[config.mk]
export PLATFORM = sky130hd
export DESIGN_NAME = i2s_rx
export DESIGN_NICKNAME = d
export VERILOG_FILES = /design/src/rtl/i2s_pkg.sv /design/src/rtl/i2s_rx_fifo.sv /design/src/rtl/i2s_rx.sv
export SDC_FILE = /design/constraint.sdc
export NUM_CORES = 1
export LEC_CHECK = 0
export ABC_AREA = 0
export BUFFER_PORTS_ARGS = -buffer_cell sky130_fd_sc_hd__buf_2
export CORE_ASPECT_RATIO = 0.8
export CORE_UTILIZATION = 59
export DETAILED_ROUTE_END_ITERATION = 10
export PLACE_DENSITY = 0.8
export SYNTH_ARGS = -nofsm -noshare
export SYNTH_HDL_FRONTEND = slang
export SYNTH_SLANG_ARGS = --single-unit
[constraint.sdc]
create_clock -name sclk -period 3.45 [get_ports sclk]
set_clock_uncertainty 0.2 [all_clocks]
set_input_delay 0.69 -clock sclk [delete_from_list [all_inputs] [get_ports sclk]]
set_output_delay 0.69 -clock sclk [all_outputs]
set_load 0.005 [all_outputs]
[src/rtl/i2s_pkg.sv]
// rtl/i2s_pkg.sv - shared constants and types for the I2S receiver
//
// Purpose: default sample width, receiver FSM state encoding and the stereo
// frame record carried through the output buffer.
package i2s_pkg;

  localparam int DATA_W = 16;

  typedef enum logic [1:0] {
    SYNC  = 2'd0,
    LEFT  = 2'd1,
    RIGHT = 2'd2
  } rx_state_e;

  // Field width follows the package DATA_W; the top-level DATA_W parameter
  // defaults to the same value and must be kept equal to it.
  typedef struct packed {
    logic [DATA_W-1:0] left;
    logic [DATA_W-1:0] right;
  } stereo_frame_t;

endpackage

[src/rtl/i2s_rx_fifo.sv]
// rtl/i2s_rx_fifo.sv - synchronous stereo frame buffer for the I2S receiver
//
// Purpose: holds up to DEPTH completed stereo frames between the
// deserialiser and the downstream stage.
// Ports:
//   sclk, rst       clock, asynchronous active-low reset
//   push_i, din_i   write request and frame; ignored when full unless a
//                   pop happens in the same cycle
//   pop_i           read request; ignored when empty
//   full_o, empty_o occupancy flags
//   head_o          oldest frame, forced to zero while empty
module i2s_rx_fifo
  import i2s_pkg::*;
#(
  parameter int DEPTH = 2
) (
  input  logic          sclk,
  input  logic          rst,
  input  logic          push_i,
  input  stereo_frame_t din_i,
  input  logic          pop_i,
  output logic          full_o,
  output logic          empty_o,
  output stereo_frame_t head_o
);

  localparam int PTR_W = $clog2(DEPTH);
  localparam logic [PTR_W:0] PTR_ONE = (PTR_W + 1)'(1);

  stereo_frame_t  mem_q [DEPTH];
  logic [PTR_W:0] wr_ptr_q, wr_ptr_d;
  logic [PTR_W:0] rd_ptr_q, rd_ptr_d;
  logic           do_push, do_pop;

  // The extra top pointer bit tells a full buffer from an empty one when the
  // index bits coincide.
  always_comb begin
    empty_o  = (wr_ptr_q == rd_ptr_q);
    full_o   = (wr_ptr_q[PTR_W] != rd_ptr_q[PTR_W]) &&
               (wr_ptr_q[PTR_W-1:0] == rd_ptr_q[PTR_W-1:0]);
    do_pop   = pop_i && !empty_o;
    // A pop in the same cycle frees the slot the push is about to take.
    do_push  = push_i && (!full_o || do_pop);
    wr_ptr_d = do_push ? wr_ptr_q + PTR_ONE : wr_ptr_q;
    rd_ptr_d = do_pop  ? rd_ptr_q + PTR_ONE : rd_ptr_q;
    head_o   = empty_o ? '0 : mem_q[rd_ptr_q[PTR_W-1:0]];
  end

  always_ff @(posedge sclk or negedge rst) begin
    if (!rst) begin
      wr_ptr_q <= '0;
      rd_ptr_q <= '0;
    end else begin
      wr_ptr_q <= wr_ptr_d;
      rd_ptr_q <= rd_ptr_d;
    end
  end

  // Storage needs no reset: the head is masked whenever the buffer is empty.
  always_ff @(posedge sclk) begin
    if (do_push) begin
      mem_q[wr_ptr_q[PTR_W-1:0]] <= din_i;
    end
  end

endmodule

[src/rtl/i2s_rx.sv]
// rtl/i2s_rx.sv - I2S Philips-format stereo receiver with frame buffer
//
// Purpose: deserialises ws_i/sdata_i into left/right samples, checks slot
// framing, and presents completed frames through a valid/ready interface.
// Ports:
//   sclk, rst        bit clock, asynchronous active-low reset
//   ws_i, sdata_i    word select (0 left, 1 right) and serial data, MSB first
//   ready_i          downstream accepts the head frame when valid_o is high
//   clr_err_i        clears err_sticky_o
//   left_o, right_o  head frame samples
//   valid_o          buffer holds at least one frame
//   locked_o         receiver aligned to word-select framing
//   frame_err_o      one-cycle pulse on a short or over-long slot
//   ovf_o            one-cycle pulse when a completed frame is dropped
//   err_sticky_o     latched frame_err_o/ovf_o
module i2s_rx #(
  parameter int DATA_W     = i2s_pkg::DATA_W,
  parameter int SLOT_MAX   = 32,
  parameter int FIFO_DEPTH = 2
) (
  input  logic              sclk,
  input  logic              rst,
  input  logic              ws_i,
  input  logic              sdata_i,
  input  logic              ready_i,
  input  logic              clr_err_i,
  output logic [DATA_W-1:0] left_o,
  output logic [DATA_W-1:0] right_o,
  output logic              valid_o,
  output logic              locked_o,
  output logic              frame_err_o,
  output logic              ovf_o,
  output logic              err_sticky_o
);

  import i2s_pkg::*;

  localparam int               CNT_W    = $clog2(SLOT_MAX + 1);
  localparam logic [CNT_W-1:0] CNT_ONE  = CNT_W'(1);
  localparam logic [CNT_W-1:0] CNT_MAX  = CNT_W'(SLOT_MAX);
  localparam logic [CNT_W-1:0] LAST_IDX = CNT_W'(DATA_W - 1);
  localparam logic [CNT_W-1:0] DATA_LEN = CNT_W'(DATA_W);

  rx_state_e         state_q, state_d;
  logic              ws_q, ws_d;
  logic [CNT_W-1:0]  bit_cnt_q, bit_cnt_d;
  logic [DATA_W-1:0] shift_q, shift_d;
  logic [DATA_W-1:0] left_q, left_d;
  logic              frame_err_q, frame_err_d;
  logic              ovf_q, ovf_d;
  logic              sticky_q, sticky_d;

  logic              ws_edge, ws_fall, ws_rise;
  logic              legal, timeout;
  logic [DATA_W-1:0] word;
  logic              push, pop;
  logic              fifo_full, fifo_empty;
  stereo_frame_t     push_frame, head;

  always_comb begin
    ws_d    = ws_i;
    ws_edge = (ws_i != ws_q);
    ws_fall = ws_edge && ws_q;
    ws_rise = ws_edge && !ws_q;

    // At a closing edge bit_cnt_q is the index of the bit on sdata_i, so the
    // slot length is bit_cnt_q + 1.
    legal   = (bit_cnt_q >= LAST_IDX);
    // Counting into SLOT_MAX without an edge means the slot ran too long.
    timeout = !ws_edge && (bit_cnt_q == CNT_MAX - CNT_ONE);
    // For a slot of exactly DATA_W bits the LSB is still on the wire.
    word    = (bit_cnt_q <= LAST_IDX) ? {shift_q[DATA_W-2:0], sdata_i} : shift_q;

    if (ws_edge) begin
      bit_cnt_d = '0;
    end else if (bit_cnt_q == CNT_MAX) begin
      bit_cnt_d = bit_cnt_q;
    end else begin
      bit_cnt_d = bit_cnt_q + CNT_ONE;
    end

    shift_d = shift_q;
    if (ws_edge) begin
      shift_d = '0;
    end else if (bit_cnt_q < DATA_LEN) begin
      shift_d = {shift_q[DATA_W-2:0], sdata_i};
    end

    state_d     = state_q;
    left_d      = left_q;
    frame_err_d = 1'b0;
    push        = 1'b0;
    case (state_q)
      SYNC: begin
        if (ws_fall) begin
          state_d = LEFT;
        end
      end
      LEFT: begin
        if (ws_rise) begin
          if (legal) begin
            left_d  = word;
            state_d = RIGHT;
          end else begin
            frame_err_d = 1'b1;
            state_d     = SYNC;
          end
        end else if (timeout) begin
          frame_err_d = 1'b1;
          state_d     = SYNC;
        end
      end
      RIGHT: begin
        if (ws_fall) begin
          // The fall opens the next left slot whether or not this frame is kept.
          push        = legal;
          frame_err_d = !legal;
          state_d     = LEFT;
        end else if (timeout) begin
          frame_err_d = 1'b1;
          state_d     = SYNC;
        end
      end
      default: state_d = SYNC;
    endcase

    push_frame.left  = left_q;
    push_frame.right = word;

    pop      = !fifo_empty && ready_i;
    ovf_d    = push && fifo_full && !pop;
    // A new error wins over a simultaneous clear.
    sticky_d = (frame_err_d || ovf_d) ? 1'b1 : (clr_err_i ? 1'b0 : sticky_q);
  end

  always_ff @(posedge sclk or negedge rst) begin
    if (!rst) begin
      state_q     <= SYNC;
      ws_q        <= 1'b0;
      bit_cnt_q   <= '0;
      shift_q     <= '0;
      left_q      <= '0;
      frame_err_q <= 1'b0;
      ovf_q       <= 1'b0;
      sticky_q    <= 1'b0;
    end else begin
      state_q     <= state_d;
      ws_q        <= ws_d;
      bit_cnt_q   <= bit_cnt_d;
      shift_q     <= shift_d;
      left_q      <= left_d;
      frame_err_q <= frame_err_d;
      ovf_q       <= ovf_d;
      sticky_q    <= sticky_d;
    end
  end

  i2s_rx_fifo #(
    .DEPTH (FIFO_DEPTH)
  ) u_fifo (
    .sclk    (sclk),
    .rst     (rst),
    .push_i  (push),
    .din_i   (push_frame),
    .pop_i   (pop),
    .full_o  (fifo_full),
    .empty_o (fifo_empty),
    .head_o  (head)
  );

  assign left_o       = head.left;
  assign right_o      = head.right;
  assign valid_o      = !fifo_empty;
  assign locked_o     = (state_q != SYNC);
  assign frame_err_o  = frame_err_q;
  assign ovf_o        = ovf_q;
  assign err_sticky_o = sticky_q;

endmodule

* After elaboration in Yosys (flattened, before gate mapping)
Memories as Yosys holds them, arrays and structs flattened. Cells that the tools add are included.
Word-level totals: register bits after elaboration 48, memories kept 1, logic and storage cells 72, bits of input ports 6, bits in writable memories 64
Memory list:
- u_fifo.mem_q | words 2, bits a word 32, rd ports 1, clocked after Yosys merged registers in 0, wr ports 1, line i2s_rx_fifo.sv:30 | stereo_frame_t mem_q [DEPTH];
Operators by class: magnitude comparators 3, reduce and logical (&&, ||, !) cells 22, add/sub/neg operators 3, mux-type cells 23, equal/unequal tests 10
Operators by type and width (count):
- 16-bit 2-to-1 mux | 3
- 32-bit 2-to-1 mux | 1
- 6-bit 2-to-1 mux | 2
- 1-bit 2-to-1 mux | 10
- 2-bit 2-to-1 mux | 5
- 1-bit logical AND | 9
- 6-bit by 1-bit adder with 6-bit output (second input constant) | 1
- 6-bit by 5-bit equality test with 1-bit output (second input constant) | 1
- 6-bit equality test (second input constant) | 1
- 6-bit by 4-bit >= comparator with 1-bit output (second input constant) | 1
- 6-bit by 4-bit less-or-equal comparator with 1-bit output (second input constant) | 1
- 1-bit logical NOT | 6
- 6-bit by 5-bit < comparator with 1-bit output (second input constant) | 1
- 2-bit one-hot mux with 3 select lines | 1
- 2-bit nonzero test | 3
- 2-bit by 1-bit adder with 2-bit output (second input constant) | 2
- 2-bit inequality test (second input constant) | 2
- 3-bit AND reduction | 1
- 2-bit by 1-bit equality test with 1-bit output (second input constant) | 1
- 2-bit equality test | 1
- 2-bit equality test (second input constant) | 1
- 2-bit logical NOT | 1
- 1-bit logical OR | 2
- 1-bit inequality test | 2
- other kinds (2) | 2

* Longest topological paths before layout
Gate-level depths: netlist (run 1).
word-level depth 8, depth in mapped cells 7, depth with buffers taken out 6

* Modules after synthesis
From an unflattened synthesis (run 1), not the netlist that was laid out.
Second synthesis, totals: cell total of the unflattened synthesis 323, area total of the unflattened synthesis 4828.4 sq um
By module, submodules not included:
- i2s_rx_fifo | area each 2732.6 sq um, cells each 166, seq. area each 2021.9 sq um, instances 1
- i2s_rx | area each 2095.8 sq um, cells each 157, seq. area each 1101.1 sq um, instances 1

* Worst setup path before layout (run 1)
OpenSTA, ideal clock, no wires.
path type input-to-reg, start point input port ws_i, end point memory u_fifo.mem_q[0][0] (netlist name), enable pin, setup slack 0.205 ns, buffers on the path 0, data arrival time 2.624 ns, stages on the path 6, cell sequence inv_1 ha_1 nand2_1 a21oi_1 nand2_1 nor2_1
Between the ends: cells in the longest elaborated chain, start to end 7
RTL lines:
- start: declaration | line i2s_rx.sv:23 | input logic ws_i,
- 1-bit inequality test | line i2s_rx.sv:62 | ws_edge = (ws_i != ws_q);
- 1-bit logical AND | line i2s_rx.sv:63 | ws_fall = ws_edge && ws_q;
- 1-bit 2-to-1 mux | line i2s_rx.sv:114 | if (ws_fall) begin
- 1-bit 2-to-1 mux | line i2s_rx.sv:93 | case (state_q)
- 1-bit logical AND | line i2s_rx_fifo.sv:43 | do_push = push_i && (!full_o || do_pop);
- 1-bit 2-to-1 mux | line i2s_rx_fifo.sv:61 | if (do_push) begin
- 1-bit 2-to-1 mux (not written as such) | line i2s_rx_fifo.sv:62 | mem_q[wr_ptr_q[PTR_W-1:0]] <= din_i;
- end: declaration | line i2s_rx_fifo.sv:30
No other way between the ends.

* Worst setup path in the final report (run 1)
start point register u_fifo.wr_ptr_q[0], end point output port valid_o
Between the ends: cells in the longest elaborated chain, start to end 2
RTL lines:
- start: declaration | line i2s_rx_fifo.sv:31 | logic [PTR_W:0] wr_ptr_q, wr_ptr_d;
- start signal: assignment | line i2s_rx_fifo.sv:54 | wr_ptr_q <= wr_ptr_d;
- 2-bit equality test | line i2s_rx_fifo.sv:38 | empty_o = (wr_ptr_q == rd_ptr_q);
- 1-bit logical NOT | line i2s_rx.sv:173 | assign valid_o = !fifo_empty;
- end: declaration | line i2s_rx.sv:29 | output logic valid_o,
No other way between the ends.

==> results of run 1 <==
## metrics by stage
stage | cells | util, % | power (mW) | cell area, µm²
6_report | 473 | 69.25 | 3.108 | 5240
3_5_place_dp | 457 | 66.77 | 2.407 | 5052
5_1_grt | 473 | 69.25 | 3.283 | 5240
2_1_floorplan | 318 | - | 2.061 | 4731
3_3_place_gp | 457 | 66.77 | 2.386 | 5052
4_1_cts | 473 | 69.25 | 3.141 | 5240
## routing by layer
| metal | part of all wire [%] | global-route usage, % | vias up |
|---|---|---|---|
| li1 | - | - | 1205 |
| met1 | 48 | 27.37 | 1217 |
| met2 | 47 | 32.62 | 44 |
| met3 | 3.3 | 4.714 | 14 |
| met4 | 1.8 | 8.571 | 0 |
| met5 | 0 | 0 | - |
## worst reg2reg max path, cell delays in order (launching register included)
cell     delay, ps
dfrtp_1        450
inv_1          100
ha_1           240
nand2_1         70
a21oi_1        220
nand2_1        150
nor2_2         100
buf_4          400
## cell usage after synthesis (all sizes together), types with 2 or more instances
| library cell | n |
|---|---|
| mux2i | 33 |
| xnor2 | 9 |
| mux2 | 32 |
| nor2b | 5 |
| edfxtp | 64 |
| clkbuf | 3 |
| o21ai | 5 |
| nand3 | 4 |
| o2bb2ai | 2 |
| and2 | 20 |
| nand2b | 3 |
| nor2 | 38 |
| buf | 10 |
| nand3b | 2 |
| nand2 | 8 |
| ha | 8 |
| dfrtp | 48 |
| inv | 11 |
## cells by family (layout without fill, tap and decap cells)
| group | after synthesis | after routing | share of synthesized area (%) |
|---|---|---|---|
| AO/OA/AOI/OAI | 14 | 14 | 2.063 |
| XOR/XNOR | 10 | 10 | 1.851 |
| AND/OR/NAND/NOR | 85 | 85 | 9.416 |
| multiplexers | 65 | 65 | 16.11 |
| buffers and inverters | 24 | 74 | 2.433 |
| flip-flops | 112 | 112 | 66.01 |
| adder cells (fa/ha/maj) | 8 | 8 | 2.116 |
## cell type report
| type | instances | share of cell area [%] |
|---|---|---|
| clock buffers | 9 | 2.364 |
| clock inverters | 7 | 1.218 |
| inverters | 11 | 0.7880 |
| multi-input cells | 182 | 28.53 |
| flip-flops and latches | 112 | 59.62 |
| well taps | 105 | 2.507 |
| repair buffers | 47 | 4.967 |
## flip-flops by register name, indices dropped and copies added, names as in the netlist
signal           flops
bit_cnt_q            6
ovf_o                1
left_q              16
frame_err_o          1
state_q              2
u_fifo.rd_ptr_q      2
u_fifo.wr_ptr_q      2
ws_q                 1
err_sticky_o         1
shift_q             16
u_fifo.mem_q        64
## final timing paths
check,slack (ps),to,cells after the start,startpoint
min,170,bit_cnt_q[4]$_DFFE_PN0P_,1,rst
max in group asynchronous,2160,shift_q[12]$_DFFE_PN0P_,2,rst
max,560,valid_o,5,u_fifo.wr_ptr_q[0]$_DFFE_PN0P_
min reg2reg,290,u_fifo.mem_q[0][22]$_DFFE_PP_,0,left_q[6]$_DFFE_PN0P_
max reg2reg,1150,u_fifo.mem_q[0][23]$_DFFE_PP_,7,state_q[0]$_DFFE_PN0P_
min in group sclk,240,ws_q$_DFF_PN0_,1,ws_i
## report_power, final
group / switching [mW] / internal, mW / leakage, nW
Sequential: 0.0311 / 1.44 / 1.24
Combinational: 0.469 / 0.430 / 1.01
Clock: 0.460 / 0.279 / 0.0903
Total: 0.960 / 2.15 / 2.35
==> run summary, run 1 <==
Initial Util: 62.52%
Tcrit/Tclk final: 83.88%
FP Rows: 28
FF+latch count, synth: 112
Worst path max stage delay: 520 ps
H-tree Lvls: 3
outcome: finished clean
PD cells: 593.1 nW/µm²
CP max FO: 21
Setup WS post-layout: 556.1 ps
Setup crit end kind: output pin
Slew @ Worst Pin: 753.2 ps
DIE AREA: 8383 µm²
area leader, netlist: edfxtp_1
Routed WL per cell: 16.17 µm
register area: 3124 µm²
CTS root buf: clkbuf_8
ANT nets after route: 0
grt total ovfl: 0
vias in the first global route: 2,437
Ys Warns: 0
final WL: 7647 µm
share of cells above drive strength 1: 27.17%
pre-CTS setup slack: 823.1 ps
Syn-to-layout area delta: 10.76%
first-pass GRT wire length: 12,280 µm
Seq/Total Area, Yosys: 66.01%
commonest non-fill, non-tap cell in the layout: edfxtp_1
post-layout min period: 2894 ps
ant diodes: 0
WP data required: 2560 ps
worst path bufs/invs: 3
ys flop type: edfxtp_1
Slew Limit Fails: 0
drt pass-1 iters: 5
hold_buf cts: 0
post-synth top area share: 40.62%
die width: 102.1 µm
fmax: 0.3456 GHz
core area: 7567 µm²
Hold/Removal Path Class: in -> async
RSZ-0062 raised after global routing: no
TNS Setup: 0 ps
Slowest cell on crit path: and2_1
Distinct cells, synth: 36
Worst path top cell family by delay: simple AND/OR/NAND/NOR gates
DRC: 0
CP arrival: 2000 ps
CP Launch Type: flip-flop
Setup CP Type: reg -> out
largest net degree at the start of global routing: 35
vias per cell: 5.243
Gate Count Post-Synth: 318
async set-reset flop share out of synthesis: 42.86%
maxcap violations: 0
Clk Latency, worst-skew pair: 370 ps
number of I/O port buffers: 42
Synth area leaders: edfxtp_1 (41%), dfrtp_1 (25%), mux2i_1 (7.0%)
placer congestion estimate: 0.8133
Num CTS Buffers: 9
Mapped Nets: 332
nets@finish: 377
Hold WS: 174.0 ps
synthesized cell area: 4731 µm²
initial antenna violation count: 0
dpl hpwl: 4842 µm
via count: 2,480
number of synthesized flops with an enable pin: 64
TritonCTS clock tree: done
CP cell instances: xnor2_1 -> and2_1 -> buf_12 -> inv_1 -> buf_2
Clock transition at path regs: 110 ps
CTS max path bufs: 2
CTS resizes: 0
Fin. Hold Viols: 0
relative slew slack: 49.79%
IR drop worst, VDD: 0.0004992 V
endpoints failing setup: 0
Mapped Avg Cell Area: 14.88 µm²
commonest non-fill, non-tap cells in the layout: edfxtp_1 (64), dfrtp_1 (47), buf_2 (42)
drt initial violations: 132
GRT Util Overall: 20.42%
Die Ht: 82.09 µm
fill count: 543
clock sinks: 112
Leak: 2.347 nW
number of top-level pins: 43
Post-CTS Setup Bufs: 0
footprint of the multi-input gates: 1495 µm²
Note: power is estimated with default switching activity, not from simulation.
==> inputs of run 2 (changes only) <==
--- a/config.mk
+++ b/config.mk
@@ -8,9 +8,9 @@
 export ABC_AREA = 0
 export BUFFER_PORTS_ARGS = -buffer_cell sky130_fd_sc_hd__buf_2
 export CORE_ASPECT_RATIO = 0.8
-export CORE_UTILIZATION = 59
+export CORE_UTILIZATION = 53
 export DETAILED_ROUTE_END_ITERATION = 10
-export PLACE_DENSITY = 0.8
+export PLACE_DENSITY = 0.76
 export SYNTH_ARGS = -nofsm -noshare
 export SYNTH_HDL_FRONTEND = slang
 export SYNTH_SLANG_ARGS = --single-unit
==> constraint.sdc (replaced) <==
create_clock -name sclk -period 2.54 [get_ports sclk]
set_clock_uncertainty 0.2 [all_clocks]
set_input_delay 0.508 -clock sclk [delete_from_list [all_inputs] [get_ports sclk]]
set_output_delay 0.508 -clock sclk [all_outputs]
set_load 0.005 [all_outputs]
==> run summary, run 2 (synthesis gave the netlist of run 1 again) <==
grt total ovfl: 0 (unchanged)
dpl hpwl: 4984 µm (+2.9%)
Die Ht: 86.51 µm (+5.4%)
IR drop worst, VDD: 0.0003975 V (-20%)
H-tree Lvls: 3 (unchanged)
post-layout min period: 2412 ps
worst r2r dst: u_fifo.mem_q[0][8]$_DFFE_PP_
vias in the first global route: 2,520 (+3.4%)
RR Startpoint: bit_cnt_q[0]$_DFFE_PN0P_
total chip power: 4.305 mW (+39%)
TritonCTS clock tree: done
GRT Util Overall: 19.04% (-1.4 points)
Clock transition at path regs: 100 ps (about the same)
share of cells above drive strength 1: 27.76% (+0.59 points)
PD cells: 806.3 nW/µm² (+36%)
fill count: 637 (+17%)
Slew Limit Fails: 0 (unchanged)
Leak: 2.385 nW (+1.6%)
Slowest cell on crit path: dfrtp_1
hold endpoint: ws_q$_DFF_PN0_
drt initial violations: 89 (-33%)
R2R Setup Slk: 440 ps (-710 ps)
endpoints failing setup: 0 (unchanged)
relative slew slack: 61.11% (+11 points)
Tcrit/Tclk final: 94.94%
CP arrival: 1700 ps (-300 ps)
DIE AREA: 9311 µm² (+11%)
TNS Setup: 0 ps (unchanged)
drt pass-1 iters: 4 (-1)
Hold Startpoint: ws_i
vias per cell: 5.188 (-1.0%)
CP cell instances: xnor2_2 -> and2_4 -> buf_12 -> inv_1 -> buf_2
CP Launch Type: flip-flop
placed insts: 466 (+2.0%)
Largest register FFs: 64 (unchanged)
placer congestion estimate: 0.8059 (-0.91%)
WP data required: 1830 ps (-730 ps)
utilization after layout: 62.38% (-6.9 points)
Slew @ Worst Pin: 583.4 ps (-169.8 ps)
Syn-to-layout area delta: 12.85%
ANT nets after route: 0 (unchanged)
initial antenna violation count: 0 (unchanged)
Final Non-Filler Cells: 483 (+2.1%)
largest net degree at the start of global routing: 35 (unchanged)
DRC: 0 (unchanged)
CTS max path bufs: 2 (unchanged)
first-pass GRT wire length: 12,980 µm (+5.7%)
FF-to-FF path depth: 6 (-1)
maxcap violations: 0 (unchanged)
Clk Latency, worst-skew pair: 370 ps (about the same)
pre-CTS setup slack: 317.6 ps (-505.5 ps)
Worst path max stage delay: 440 ps (-80 ps)
core area: 8558 µm² (+13%)
Num CTS Buffers: 9 (unchanged)
commonest non-fill, non-tap cell in the layout: edfxtp_1
Fin. Hold Viols: 0 (unchanged)
clock sinks: 112 (unchanged)
commonest non-fill, non-tap cells in the layout: edfxtp_1 (64), dfrtp_1 (47), buf_2 (42)
RSZ-0062 raised after global routing: no
number of top-level pins: 43 (unchanged)
hold path cells: 1
fmax: 0.4147 GHz
CP max FO: 26 (+24%)
nets@finish: 380 (+0.80%)
outcome: finished clean
via count: 2,506 (+1.0%)
Routed WL per cell: 16.15 µm (-0.11%)
die width: 107.6 µm (+5.4%)
CTS root buf: clkbuf_8
Hold/Removal Path Class: in -> reg
Setup CP Type: reg -> out
number of I/O port buffers: 42 (unchanged)
Setup WS post-layout: 128.4 ps (-427.7 ps)
Setup crit end kind: output pin
FP Rows: 30 (+7.1%)
ant diodes: 0 (unchanged)
final WL: 7800 µm (+2.0%)
Initial Util: 55.28% (-7.2 points)
[run 2: power by group]
part / internal (mW) / switching, mW / total, mW
sequential: 1.95 / 0.0504 / 2.00
clock: 0.461 / 0.575 / 1.04
combinational: 0.606 / 0.658 / 1.26
total: 3.02 / 1.28 / 4.30
[run 2: worst max-delay path by stage]
stage / from / endpoint / slack, ps / cells after the start
global placement: u_fifo.rd_ptr_q[1]$_DFFE_PN0P_ / valid_o / 390 / 5
floorplan: ws_i / u_fifo.mem_q[1][0]$_DFFE_PP_ / 70 / 5
CTS: u_fifo.rd_ptr_q[1]$_DFFE_PN0P_ / valid_o / 50 / 5
global route: u_fifo.rd_ptr_q[1]$_DFFE_PN0P_ / valid_o / 30 / 5
finish: u_fifo.rd_ptr_q[1]$_DFFE_PN0P_ / valid_o / 130 / 5
detailed placement: ws_i / u_fifo.mem_q[0][27]$_DFFE_PP_ / 320 / 8
[run 2: routing by layer]
metal	wire length [µm]	part of all wire [%]	up-vias	global-route usage [%]
li1	-	-	1207	-
met3	237	3.0	10	5.038
met1	3584	46	1252	25.08
met4	110	1.4	0	7.223
met2	3868	50	37	30.59
met5	0	0	-	0
[run 2: worst max-delay path: cells and delay by family, from the launching register on]
family,cells,cell delay (ps)
AND/OR/NAND/NOR,1,250
flip-flops,1,440
XOR/XNOR,1,240
buffers and inverters,3,390
[run 2: what timing repair did]
item / CTS / global route
hold buffers: 1 / 0
buffers inserted: 0 / 0
resized for setup: 3 / 1
hold endpoints to repair: 22 / 0
setup endpoints to repair: 28 / 6
[run 2: cell type report]
cell class / count / area [µm²] / share of cell area [%]
Timing Repair Buffer: 50 / 326.6 / 6.117
Clock inverter: 6 / 68.82 / 1.289
Multi-Input combinational cell: 182 / 1510 / 28.29
Clock buffer: 10 / 127.6 / 2.390
Inverter: 11 / 41.29 / 0.7734
Tap cell: 112 / 140.1 / 2.625
Sequential cell: 112 / 3124 / 58.52
[run 2: per-stage QoR]
step           hold slack (ps)  instance area, µm²
2_1_floorplan            12.41                4738
3_3_place_gp             242.9                5119
3_5_place_dp             253.7                5119
4_1_cts                  44.83                5331
5_1_grt                  47.23                5339
6_report                 63.58                5339
==> inputs of run 3 (changes only) <==
--- a/config.mk
+++ b/config.mk
@@ -11,6 +11,7 @@
 export CORE_UTILIZATION = 53
 export DETAILED_ROUTE_END_ITERATION = 10
 export PLACE_DENSITY = 0.76
+export RECOVER_POWER = 25
 export SYNTH_ARGS = -nofsm -noshare
 export SYNTH_HDL_FRONTEND = slang
 export SYNTH_SLANG_ARGS = --single-unit
==> run summary, run 3 (synthesis gave the netlist of run 1 again) <==
number of I/O port buffers: 42 (unchanged)
CP max FO: 26 (unchanged)
grt total ovfl: 0 (unchanged)
Initial Util: 55.28% (unchanged)
nets@finish: 380 (unchanged)
ANT nets after route: 0 (unchanged)
Leak: 2.375 nW (-0.38%)
RR Startpoint: ws_q$_DFF_PN0_
post-layout min period: 2420 ps (+8.541 ps)
Setup CP Type: reg -> out
Hold/Removal Path Class: in -> reg
WP data required: 1830 ps (about the same)
R2R Setup Slk: 300 ps (-140 ps)
Tcrit/Tclk final: 95.28% (+0.34 points)
TNS Setup: 0 ps (unchanged)
Fin. Hold Viols: 0 (unchanged)
drt initial violations: 89 (unchanged)
CP Launch Type: flip-flop
Hold WS: 68.47 ps (+4.892 ps)
H-tree Lvls: 3 (unchanged)
vias in the first global route: 2,520 (unchanged)
clock sinks: 112 (unchanged)
FP Rows: 30 (unchanged)
Clk Latency, worst-skew pair: 370 ps (about the same)
commonest non-fill, non-tap cells in the layout: edfxtp_1 (64), dfrtp_1 (47), buf_2 (40)
vias per cell: 5.178 (-0.20%)
first-pass GRT wire length: 12,980 µm (unchanged)
outcome: finished clean
drt pass-1 iters: 4 (unchanged)
DRC: 0 (unchanged)
core area: 8558 µm² (unchanged)
fmax: 0.4132 GHz (-0.35%)
final WL: 7808 µm (+0.10%)
TritonCTS clock tree: done
Post-CTS Setup Bufs: 0 (unchanged)
via count: 2,501 (-0.20%)
initial antenna violation count: 0 (unchanged)
die width: 107.6 µm (unchanged)
Hold Startpoint: ws_i
endpoints failing setup: 0 (unchanged)
hold endpoint: ws_q$_DFF_PN0_
share of cells above drive strength 1: 26.95% (-0.81 points)
ant diodes: 0 (unchanged)
Syn-to-layout area delta: 12.72%
relative slew slack: 6.315% (-55 points)
Num CTS Buffers: 9 (unchanged)
number of top-level pins: 43 (unchanged)
Largest register FFs: 64 (unchanged)
CP arrival: 1710 ps (about the same)
GRT Util Overall: 19.04% (unchanged)
FF-to-FF path depth: 6 (unchanged)
Setup crit end kind: output pin
placer congestion estimate: 0.8059 (unchanged)
RSZ-0062 raised after global routing: no
largest net degree at the start of global routing: 35 (unchanged)
Clock transition at path regs: 100 ps (about the same)
DIE AREA: 9311 µm² (unchanged)
hold path cells: 1 (unchanged)
Slew @ Worst Pin: 1405 ps (+821.9 ps)
CTS max path bufs: 2 (unchanged)
commonest non-fill, non-tap cell in the layout: edfxtp_1
PD cells: 807.1 nW/µm² (+0.10%)
Routed WL per cell: 16.17 µm (+0.10%)
CTS root buf: clkbuf_8
dpl hpwl: 4984 µm (unchanged)
IR drop worst, VDD: 0.0003980 V (+0.12%)
Die Ht: 86.51 µm (unchanged)
worst r2r dst: err_sticky_o$_DFFE_PN0P_
fill count: 641 (+0.63%)
maxcap violations: 0 (unchanged)
Slew Limit Fails: 0 (unchanged)
-- run 3: through the flow --
stage	total power, mW	std cells	cell area, µm²	worst slack (ps)	util [%]
4_1_cts	4.352	483	5331	47.08	62.30
2_1_floorplan	2.800	318	4738	74.29	-
6_report	4.304	483	5333	119.9	62.31
3_5_place_dp	3.303	466	5119	317.6	59.81
3_3_place_gp	3.273	466	5119	388.0	59.81
5_1_grt	4.550	483	5333	25.56	62.31
-- run 3: layout make-up --
| class | count | area, µm² | area share, % |
|---|---|---|---|
| well taps | 112 | 140.1 | 2.628 |
| clock buffers | 10 | 127.6 | 2.393 |
| repair buffers | 50 | 320.3 | 6.007 |
| multi-input cells | 182 | 1510 | 28.32 |
| clock inverters | 6 | 68.82 | 1.290 |
| flip-flops and latches | 112 | 3124 | 58.59 |
| inverters | 11 | 41.29 | 0.7743 |
-- run 3: repair_timing --
item / CTS / global route
pin swaps: 0 / 0
endpoints found under the setup margin: 28 / 6
hold endpoints to repair: 22 / 0
hold buffers: 1 / 0
resized for setup: 3 / 1
-- run 3: worst max-delay path by stage --
stage	slack, ps	cells after the start	to	start
after global placement	390	5	valid_o	u_fifo.rd_ptr_q[1]$_DFFE_PN0P_
after global routing	30	5	valid_o	u_fifo.rd_ptr_q[1]$_DFFE_PN0P_
after CTS	50	5	valid_o	u_fifo.rd_ptr_q[1]$_DFFE_PN0P_
after floorplan	70	5	u_fifo.mem_q[1][0]$_DFFE_PP_	ws_i
final	120	5	valid_o	u_fifo.rd_ptr_q[1]$_DFFE_PN0P_
after detailed placement	320	8	u_fifo.mem_q[0][27]$_DFFE_PP_	ws_i
-- run 3: where the power goes --
part	internal, mW	total, mW	switching [mW]
Sequential	1.95	2.00	0.0506
Clock	0.462	1.04	0.577
Combinational	0.604	1.26	0.658
-- run 3: routing by layer --
layer,vias to the layer above,GRT usage [%],wire [µm]
met5,-,0,0
li1,1208,-,-
met2,34,30.59,3822
met4,0,7.223,110
met1,1249,25.08,3643
met3,10,5.038,232
-- run 3: critical path: stages, from the launching register on --
cell	delay, ps
dfrtp_1	440
xnor2_2	250
and2_4	250
buf_12	180
inv_1	80
buf_2	130
